<file path="config.mk">
export PLATFORM = sky130hd
export DESIGN_NAME = cdc_handshake_src
export DESIGN_NICKNAME = d
export VERILOG_FILES = /design/src/rtl/cdc_handshake_src.sv
export SDC_FILE = /design/constraint.sdc
export NUM_CORES = 1
export LEC_CHECK = 0
export ABC_CLOCK_PERIOD_IN_PS = 5250
export CORE_MARGIN = 1.5
export CORE_UTILIZATION = 45
export DETAILED_ROUTE_END_ITERATION = 7
export GPL_TIMING_DRIVEN = 0
export MAX_ROUTING_LAYER = met4
export PLACE_DENSITY = 0.81
export SYNTH_ARGS = -nofsm -noshare
export SYNTH_HDL_FRONTEND = slang
export SYNTH_SLANG_ARGS = --single-unit
</file>
<file path="constraint.sdc">
create_clock -name src_clk -period 5.25 [get_ports src_clk]
set_clock_uncertainty 0.1 [all_clocks]
set_input_delay 1.3125 -clock src_clk [delete_from_list [all_inputs] [get_ports src_clk]]
set_output_delay 1.3125 -clock src_clk [all_outputs]
set_load 0.02 [all_outputs]
</file>
<file path="src/rtl/cdc_handshake_src.sv">
// Source end of a 4-phase req/ack crossing: holds a word on dest_data, raises dest_req,
// and waits for a synchronized dest_ack to rise and fall before accepting the next word.
module cdc_handshake_src #(
    parameter int unsigned WIDTH        = 32,
    parameter int unsigned DEST_SYNC_FF = 2,
    parameter int unsigned TIMEOUT      = 0
) (
    input  logic             src_clk,
    input  logic             src_rst_n,
    input  logic [WIDTH-1:0] s_data,
    input  logic             s_valid,
    output logic             s_ready,
    output logic [WIDTH-1:0] dest_data,
    output logic             dest_req,
    input  logic             dest_ack,
    output logic             xfer_done,
    output logic [15:0]      xfer_count,
    output logic             timeout_err
);

    typedef enum logic [1:0] {StIdle, StReq, StRel} state_e;

    localparam int unsigned CntW = (TIMEOUT > 0) ? $clog2(TIMEOUT + 1) : 1;
    localparam logic [CntW-1:0] CntMax = CntW'(TIMEOUT);

    state_e            state_q, state_d;
    logic [DEST_SYNC_FF-1:0] ack_sync_q, ack_sync_d;
    logic              ack_s;
    logic [WIDTH-1:0]  data_q, data_d;
    logic              req_q, req_d;
    logic              done_q, done_d;
    logic [15:0]       count_q, count_d;
    logic [CntW-1:0]   phase_cnt_q, phase_cnt_d;
    logic              tmo_q, tmo_d;
    logic              phase_hold;

    assign ack_s = ack_sync_q[DEST_SYNC_FF-1];

    always_comb begin
        ack_sync_d  = {ack_sync_q[DEST_SYNC_FF-2:0], dest_ack};
        state_d     = state_q;
        data_d      = data_q;
        req_d       = req_q;
        done_d      = 1'b0;
        count_d     = count_q;
        phase_cnt_d = phase_cnt_q;
        tmo_d       = tmo_q;
        phase_hold  = 1'b0;

        unique case (state_q)
            StIdle: begin
                if (s_valid && s_ready) begin
                    state_d     = StReq;
                    data_d      = s_data;
                    req_d       = 1'b1;
                    phase_cnt_d = '0;
                end
            end
            StReq: begin
                if (ack_s) begin
                    state_d     = StRel;
                    req_d       = 1'b0;
                    phase_cnt_d = '0;
                end else begin
                    phase_hold = 1'b1;
                end
            end
            StRel: begin
                if (!ack_s) begin
                    state_d = StIdle;
                    done_d  = 1'b1;
                    count_d = count_q + 16'd1;
                end else begin
                    phase_hold = 1'b1;
                end
            end
            default: state_d = StIdle;
        endcase

        // Counter saturates at TIMEOUT; the error flag only records, never aborts.
        if (phase_hold && (phase_cnt_q != CntMax)) begin
            phase_cnt_d = phase_cnt_q + 1'b1;
            if ((TIMEOUT > 0) && (phase_cnt_d == CntMax)) begin
                tmo_d = 1'b1;
            end
        end
    end

    always_ff @(posedge src_clk or negedge src_rst_n) begin
        if (!src_rst_n) begin
            state_q     <= StIdle;
            ack_sync_q  <= '0;
            data_q      <= '0;
            req_q       <= 1'b0;
            done_q      <= 1'b0;
            count_q     <= '0;
            phase_cnt_q <= '0;
            tmo_q       <= 1'b0;
        end else begin
            state_q     <= state_d;
            ack_sync_q  <= ack_sync_d;
            data_q      <= data_d;
            req_q       <= req_d;
            done_q      <= done_d;
            count_q     <= count_d;
            phase_cnt_q <= phase_cnt_d;
            tmo_q       <= tmo_d;
        end
    end

    assign s_ready     = (state_q == StIdle) && !ack_s;
    assign dest_data   = data_q;
    assign dest_req    = req_q;
    assign xfer_done   = done_q;
    assign xfer_count  = count_q;
    assign timeout_err = tmo_q;

endmodule

</file>
==> impl_metrics.ini, run 1 <==
[worst_setup_path]
crit_buf_inv = 1
cp.required_ps = 3840
crit_chain = nor3_1 -> clkdlybuf4s50_1
cp_top_family = buffers and inverters
crit_cells = 2
cp.arrival_ps = 1630
crit_type = reg -> out
worstPathMaxFanout = 5
worst_setup_path_end_kind = output pin
cpPeakStageDelay_ps = 640
crit_path_top_delay_cell = clkdlybuf4s50_1
start_kind = flop
r2r_cells = 4

[timing]
slew_headroom_pct = 62.9
fmax_mhz = 329
setup_tns_ps = 0
maxSlewViolCount = 0
fin_crit_sh_pct = 57.9
final-hold-violation-count = 0
worst_pin_slew_ps = 556
period_needed_ps = 3040
rsz0062_at_grt = false
setup_violations = 0

[pwr]
comb_power_share_pct = 35.1
peakVddDrop_mv = 0.278
switching_power_w = 0.000385
seqPwrFrac_pct = 43.9
power_w = 0.00128
p_sw_share_pct = 30.1
internal-power_w = 0.000892
p_leak_nw = 1.36
clkPwrFrac_pct = 20.9
power.density_nw_per_um2 = 404

[outcome]
violations = DRC
status = finished with violations

[route]
antenna_left = 0
wl_met1_mm = 1.94
wl_met3_um = 380
routed_wirelength_mm = 4.35
num_vias = 1434
wl_met2_mm = 1.98
viasPerCell = 4.88
routedWlPerCell_um = 14.8
initialDrtViolationCount = 53
drt_first_pass_iters = 6
drc = 11
top_layer_used = met4

[clock_network]
cts_root_buffer = clkbuf_8
postCtsSetupBuffers = 0
ctsResizeCount = 0
cts_inserted_buffers = 5
hold_buffers = 0
clk_pin_slew_ps = 90
cts.path.max_buffers = 2
clkLatencyLatePin_ps = 300
cts_tree = done
cts_htree_levels = 2
cts.sinks = 54

[yosys]
synth-xor-area-share_pct = 6.98
yosys.area_share.simple_pct = 7.75
netlist_area_um2 = 2110
synth_cells = 147
synth_cell_type_count = 28
synthMuxAreaShare_pct = 17.6
yosysSeqAreaShare_pct = 63.9
yosysWarningCount = 0
synth.avg_cell_area_um2 = 14.4
synth_top_family_by_area = multiplexers
ys_ff_latch = 54
synth_fa_ha_area_share_pct = 0.592
synth_fp_nets = 184
synth_compound_area_share_pct = 1.07

[die]
core_um2 = 4440
chipHeight_um = 71.6
initial_core_util_pct = 47.6
die_x_um = 71.6
dieArea_um2 = 5120
num_rows = 24
io_pins = 88

[grt]
grt_pass1_wl_mm = 7.15
antenna_found_initial = 0
grt_pass1_vias = 1465
track_usage_pct = 18.5
grt_overflow = 0
grt_max_degree = 32

[worst_hold_path]
min_path_type = reg -> reg
hold_path_depth = 0

[cells_and_area]
syn2layout_area_growth_pct = 49.6
nNetsFinal = 278
fillerInstances = 329
diodes = 0
drive_above_1_share_pct = 20.2

[placement]
hpwl_mm = 3.29
routabilityCongestion = 0.783
portBuffers = 86

[job]
cap_violations = 0
power groups by stage:
| stage | Combinational, W | Sequential (W) | Clock (W) |
|---|---|---|---|
| floorplan | 0.000102 | 0.000676 | 0 |
| global placement | 0.000442 | 0.000565 | 0 |
| detailed placement | 0.000453 | 0.000570 | 0 |
| CTS | 0.000455 | 0.000562 | 0.000277 |
| global route | 0.000474 | 0.000575 | 0.000294 |
| finish | 0.000449 | 0.000561 | 0.000267 |
path summary, 6_finish.rpt:
path	slack, ps	startpoint	end
max	2210	state_q[0]	s_ready
max in group asynchronous	3610	src_rst_n	dest_data[2]
min in group asynchronous	890	src_rst_n	dest_data[11]
max reg2reg	3210	state_q[0]	xfer_count[14]
min	260	ack_sync_q[0]	ack_sync_q[1]
min reg2reg	260	ack_sync_q[0]	ack_sync_q[1]
through the flow:
step | setup slack, ps | instances | area (µm²) | hold slack, ps | utilization, %
global route | 2100 | 294 | 3160 | 291 | 71.2
finish | 2210 | 294 | 3160 | 258 | 71.2
floorplan | 2890 | 147 | 2110 | 231 | -
CTS | 2190 | 294 | 3160 | 261 | 71.2
global placement | 1170 | 285 | 3040 | 236 | 68.4
detailed placement | 2200 | 286 | 3060 | 238 | 68.8
layer usage:
| metal | vias to the layer above | track usage [%] |
|---|---|---|
| met1 | 676 | 24.2 |
| met3 | 9 | 4.50 |
| met4 | 0 | 4.40 |
| met2 | 65 | 29.5 |
| met5 | - | - |
| li1 | 684 | - |
flip-flops by register name, summed over array words and instances (netlist names):
signal	count
xfer_count	16
xfer_done	1
dest_req	1
state_q	2
dest_data	32
ack_sync_q	2
Yosys cell counts:
library cell | number | share of area (%)
ha_1 | 1 | 0.59
o21a_1 | 1 | 0.36
xnor2_2 | 1 | 0.77
buf_4 | 1 | 0.36
dfrtp_1 | 54 | 64
and3_1 | 2 | 0.59
and4_1 | 1 | 0.41
nor2_1 | 5 | 0.89
and2_1 | 1 | 0.30
nand4_1 | 2 | 0.59
nor4_1 | 1 | 0.30
buf_2 | 3 | 0.71
a21oi_1 | 1 | 0.24
nand3_1 | 4 | 0.95
o21ai_0 | 2 | 0.47
nand2_1 | 6 | 1.1
mux2_1 | 3 | 1.6
or2_4 | 1 | 0.41
or3b_4 | 1 | 0.53
xnor2_1 | 10 | 4.1
mux2_2 | 30 | 16
xor2_1 | 5 | 2.1
and4_2 | 1 | 0.47
or4_4 | 1 | 0.53
nor3_1 | 3 | 0.71
conb_1 | 1 | 0.18
inv_1 | 4 | 0.71
clkbuf_1 | 1 | 0.18
layout by cell type, fill, tap and decap left out:
master	count
a21oi_1	1
and2_1	1
and3_1	2
and4_1	1
and4_2	1
buf_12	1
buf_2	4
buf_4	1
bufinv_16	1
clkbuf_1	1
clkbuf_8	5
clkdlybuf4s50_1	85
clkinv_2	2
conb_1	1
dfrtp_1	54
ha_1	1
inv_1	4
mux2_1	3
mux2_2	30
nand2_1	6
nand3_1	4
nand4_1	2
nor2_1	5
nor3_1	3
nor4_1	1
o21a_1	1
o21ai_0	2
or2_4	1
or3b_4	1
or4_4	1
xnor2_1	10
xnor2_2	1
xor2_1	5
cell type report:
| cell class | count | area (µm²) | area share (%) |
|---|---|---|---|
| flip-flops and latches | 54 | 1350 | 42.7 |
| clock inverters | 3 | 40.0 | 1.27 |
| multi-input cells | 84 | 722 | 22.8 |
| repair buffers | 87 | 876 | 27.7 |
| inverters | 4 | 15.0 | 0.474 |
| plain buffers | 5 | 26.3 | 0.830 |
| clock buffers | 5 | 68.8 | 2.17 |
| well taps | 52 | 65.1 | 2.06 |
cell families (layout without fill, tap and decap cells):
kind of cell | count (synthesis) | in the layout
DFF | 54 | 54
muxes | 33 | 33
and+or+nand+nor | 29 | 29
xor gates and xnor gates | 16 | 16
buffers and inverters | 9 | 104
AOI/OAI and AO/OA | 4 | 4
adders and majority gates | 1 | 1
other | 1 | 1
Note: power is estimated with default switching activity, not from simulation.
==> run 2: changes to the inputs <==
ABC_CLOCK_PERIOD_IN_PS = 3100   (was 5250)
CORE_UTILIZATION = 42   (was 45)
PLACE_DENSITY = 0.76   (was 0.81)
clock period = 3.1 ns   (was 5.25 ns; I/O delays follow)
==> run 2 against run 1 <==
Worst setup slack worse by 1600 ps. Sequential power up 68%. The run now ends clean. Die area up 6.8%. Utilization down 5.1 points. Register-to-register slack worse by 2100 ps. First-iteration DRC count down 32%. Critical path type unchanged. Cell count up 5.1%.
==> impl_metrics.ini, run 2 (synthesized netlist as in run 1, its figures left out) <==
[grt]
track_usage_pct = 16.3
grt_overflow = 0
grt_pass1_wl_mm = 6.51
grt_max_degree = 30
antenna_found_initial = 0
grt_pass1_vias = 1394

[worst_setup_path]
crit_chain = nor3_1 -> clkdlybuf4s50_1
worst_setup_path_end_kind = output pin
crit_type = reg -> out
cp_top_family = buffers and inverters
worstPathMaxFanout = 5
start_kind = flop
cpPeakStageDelay_ps = 660
crit_path_top_delay_cell = clkdlybuf4s50_1
cp.required_ps = 2220
crit_buf_inv = 1
cp.arrival_ps = 1640

[cells_and_area]
drive_above_1_share_pct = 19.8
largest_register_ffs = 32
diodes = 0
mostFrequentLayoutCell = clkdlybuf4s50_1
fillerInstances = 374
final_cell_area_um2 = 3170
final_cells = 309
nNetsFinal = 278
syn2layout_area_growth_pct = 49.7
layout_common_cells = clkdlybuf4s50_1 (85), dfrtp_1 (54), mux2_2 (30)

[die]
initial_core_util_pct = 44.2
core_um2 = 4790
num_rows = 25
chipHeight_um = 74.0
die_x_um = 74.0
io_pins = 88
dieArea_um2 = 5470

[clock_network]
cts_tree = done
hold_buffers = 0
cts_inserted_buffers = 5
clkLatencyLatePin_ps = 290
postCtsSetupBuffers = 0
cts_htree_levels = 2
clk_pin_slew_ps = 90
cts.sinks = 54
ctsResizeCount = 0
cts.path.max_buffers = 2
cts_root_buffer = clkbuf_8

[placement]
hpwl_mm = 3.15
portBuffers = 86
dpl.cell_count = 301
placed_area_um2 = 3070
routabilityCongestion = 0.740

[route]
initialDrtViolationCount = 36
routed_wirelength_mm = 4.14
drc = 0
drt_first_pass_iters = 4
routedWlPerCell_um = 13.4
num_vias = 1458
viasPerCell = 4.72
antenna_left = 0

[pwr]
peakVddDrop_mv = 0.426
power.density_nw_per_um2 = 660
power_w = 0.00209
p_leak_nw = 1.35

[timing]
period_needed_ps = 2520
setup_violations = 0
worst_pin_slew_ps = 577
slew_headroom_pct = 61.5
fin_hold_ws_ps = 256
setup_tns_ps = 0
fin_crit_sh_pct = 81.2
final-hold-violation-count = 0
rsz0062_at_grt = false
maxSlewViolCount = 0
fmax_mhz = 397

[worst_hold_path]
min_path_type = reg -> reg

[outcome]
status = finished, final reports clean

[job]
cap_violations = 0
## run 2: cell types whose count changed in the layout (fill, tap and decap cells not counted), sizes merged
cell    change
bufinv      -1
clkinv      -1
clkbuf      +2
## run 2: final cells by class
class,count,area [µm²],area share (%)
Inverter,4,15.0,0.474
Multi-Input combinational cell,84,722,22.8
Sequential cell,54,1350,42.7
Clock buffer,7,86.3,2.73
Clock inverter,1,5.00,0.158
Buffer,5,26.3,0.830
Timing Repair Buffer,87,876,27.7
Tap cell,67,83.8,2.65
## run 2: path summary, 6_finish.rpt
| check | slack [ps] | startpoint | end | depth (start not counted) |
|---|---|---|---|---|
| max reg2reg | 1080 | state_q[0] | xfer_count[14] | 4 |
| max in group asynchronous | 1990 | src_rst_n | dest_req | 2 |
| max | 580 | state_q[1] | s_ready | 2 |
| min | 260 | ack_sync_q[0] | ack_sync_q[1] | 0 |
| min reg2reg | 260 | ack_sync_q[0] | ack_sync_q[1] | 0 |
| min in group asynchronous | 360 | src_rst_n | dest_data[16] | 1 |
## run 2: layer usage
layer / GRT usage, % / wire (µm) / share of wire (%) / vias to the layer above
met5: - / 0 / 0 / -
met4: 6.79 / 37 / 0.89 / 0
met3: 4.07 / 341 / 8.2 / 4
met2: 23.4 / 1900 / 46 / 63
met1: 22.2 / 1860 / 45 / 708
li1: - / - / - / 683
## run 2: per-stage QoR
step | setup WS [ps] | util (%)
2_1_floorplan | 985 | -
3_3_place_gp | -462 | 63.9
3_5_place_dp | 587 | 64.2
4_1_cts | 560 | 66.1
5_1_grt | 475 | 66.1
6_report | 584 | 66.1
## run 2: power breakdown
group | switching, W | leakage, nW | internal (W)
logic | 0.000339 | 0.636 | 0.000417
registers | 0.0000892 | 0.666 | 0.000856
clock network | 0.000207 | 0.0482 | 0.000180
total | 0.000635 | 1.35 | 0.00145
==> run 3: changes to the inputs <==
ABC_CLOCK_PERIOD_IN_PS = 2200   (was 3100)
CORE_UTILIZATION = 38   (was 42)
PLACE_DENSITY = 0.72   (was 0.76)
clock period = 2.2 ns   (was 3.1 ns; I/O delays follow)
==> run 3 against run 2 <==
Die area increased by 10%. Wire length is 0.27% higher. Critical path depth is 1 lower. Hold slack lost 190 ps. Non-clock buffer count unchanged. Critical endpoint is now xfer_count[7]. Largest cell class unchanged.
==> impl_metrics.ini, run 3 (synthesized netlist as in run 1, its figures left out) <==
[outcome]
status = finished, final reports clean

[die]
initial_core_util_pct = 40.4
core_um2 = 5240
die_x_um = 77.6
chipHeight_um = 77.6
dieArea_um2 = 6020
io_pins = 88
num_rows = 26

[worst_setup_path]
start_kind = flop
cp-endpoint = xfer_count[7]
crit_cells = 1
crit_buf_inv = 1
worstPathMaxFanout = 6
worst_setup_path_end_kind = output pin
cp-startpoint = xfer_count[7]
crit_chain = clkdlybuf4s50_1
reg2reg_to = xfer_count[14]
cp.required_ps = 1550
reg2reg_slack_ps = 160
crit_path_top_delay_cell = clkdlybuf4s50_1
r2r-start = state_q[0]
cpPeakStageDelay_ps = 650
r2r_cells = 4
crit_type = reg -> out
cp_top_family = buffers and inverters
cp.arrival_ps = 1390

[grt]
globalRouteMet1Util_pct = 19.2
grtUsageMet2_pct = 23.0
busiest_layer = met2
grt_overflow = 0
track_usage_pct = 14.8
grt_pass1_vias = 1441
antenna_found_initial = 0
grt_max_degree = 40
grt_pass1_wl_mm = 6.87
met3_usage_pct = 4.00

[cells_and_area]
multi_input_area_um2 = 722
largest_register_ffs = 32
mostFrequentLayoutCell = clkdlybuf4s50_1
seq_area_um2 = 1350
drive_above_1_share_pct = 19.8
postLayoutCoreUtil_pct = 60.5
layout_common_cells = clkdlybuf4s50_1 (84), dfrtp_1 (54), mux2_2 (30)
syn2layout_area_growth_pct = 49.8
diodes = 0
nNetsFinal = 278
fillerInstances = 452

[route]
routedWlPerCell_um = 13.3
drc = 0
viasPerCell = 4.63
initialDrtViolationCount = 28
num_vias = 1443
routed_wirelength_mm = 4.15
drt_first_pass_iters = 4
antenna_left = 0

[clock_network]
cts_inserted_buffers = 5
cts.path.max_buffers = 2
postCtsSetupBuffers = 0
cts.sinks = 54
cts_tree = done
cts_root_buffer = clkbuf_8
clk_pin_slew_ps = 90
hold_buffers = 0
clkLatencyLatePin_ps = 300
cts_htree_levels = 2

[job]
cap_violations = 0

[timing]
fmax_mhz = 489
setup_violations = 0
period_needed_ps = 2040
rsz0062_at_grt = false
fin_crit_sh_pct = 92.9
maxSlewViolCount = 0
final-hold-violation-count = 0
fin_hold_ws_ps = 61.2
setup_tns_ps = 0

[placement]
portBuffers = 86
routabilityCongestion = 0.699
hpwl_mm = 3.03

[pwr]
peakVddDrop_mv = 0.525
p_leak_nw = 1.35
power.density_nw_per_um2 = 931

[worst_hold_path]
min_path_type = in -> async
==> run 3: cell types whose count changed in the layout (fill, tap and decap cells not counted), sizes merged <==
cell           delta
clkdlybuf4s50     -1
dlygate4sd2       +1
==> run 3: power by group <==
group | leakage [nW] | total (W) | internal (W) | switching [W]
clock network | 0.0482 | 0.000551 | 0.000254 | 0.000296
registers | 0.666 | 0.00134 | 0.00121 | 0.000131
logic | 0.639 | 0.00106 | 0.000586 | 0.000474
total | 1.35 | 0.00295 | 0.00205 | 0.000901
==> run 3: metrics by stage <==
step	worst slack, ps	area, µm²	cells	power (W)
after floorplan	85.1	2110	147	0.00186
after global placement	-1190	3060	303	0.00241
after detailed placement	-92.3	3080	304	0.00243
after CTS	140	3170	312	0.00299
after global routing	95.2	3170	312	0.00311
final	155	3170	312	0.00295
==> run 3: layout make-up <==
class | count | area share, %
Clock buffer | 7 | 2.73
Tap cell | 70 | 2.76
Inverter | 4 | 0.474
Buffer | 5 | 0.829
Sequential cell | 54 | 42.7
Clock inverter | 1 | 0.158
Timing Repair Buffer | 87 | 27.6
Multi-Input combinational cell | 84 | 22.8
==> run 3: worst min-delay path by stage <==
stage	to	cells after the start	slack [ps]
3_5_place_dp	ack_sync_q[1]	0	250
5_1_grt	dest_data[3]	1	70
2_1_floorplan	ack_sync_q[0]	0	150
4_1_cts	dest_data[23]	1	60
3_3_place_gp	ack_sync_q[1]	0	240
6_report	dest_data[23]	1	60
==> run 3: repair_timing <==
item,CTS,global route
endpoints found under the setup margin,1,0
hold endpoints to repair,0,0
resized for setup,1,0
==> run 3: metal layers <==
metal	vias to the layer above	wire length [µm]
met2	65	1860
met5	-	0
met1	692	1970
met4	0	25
met3	4	294
li1	682	-
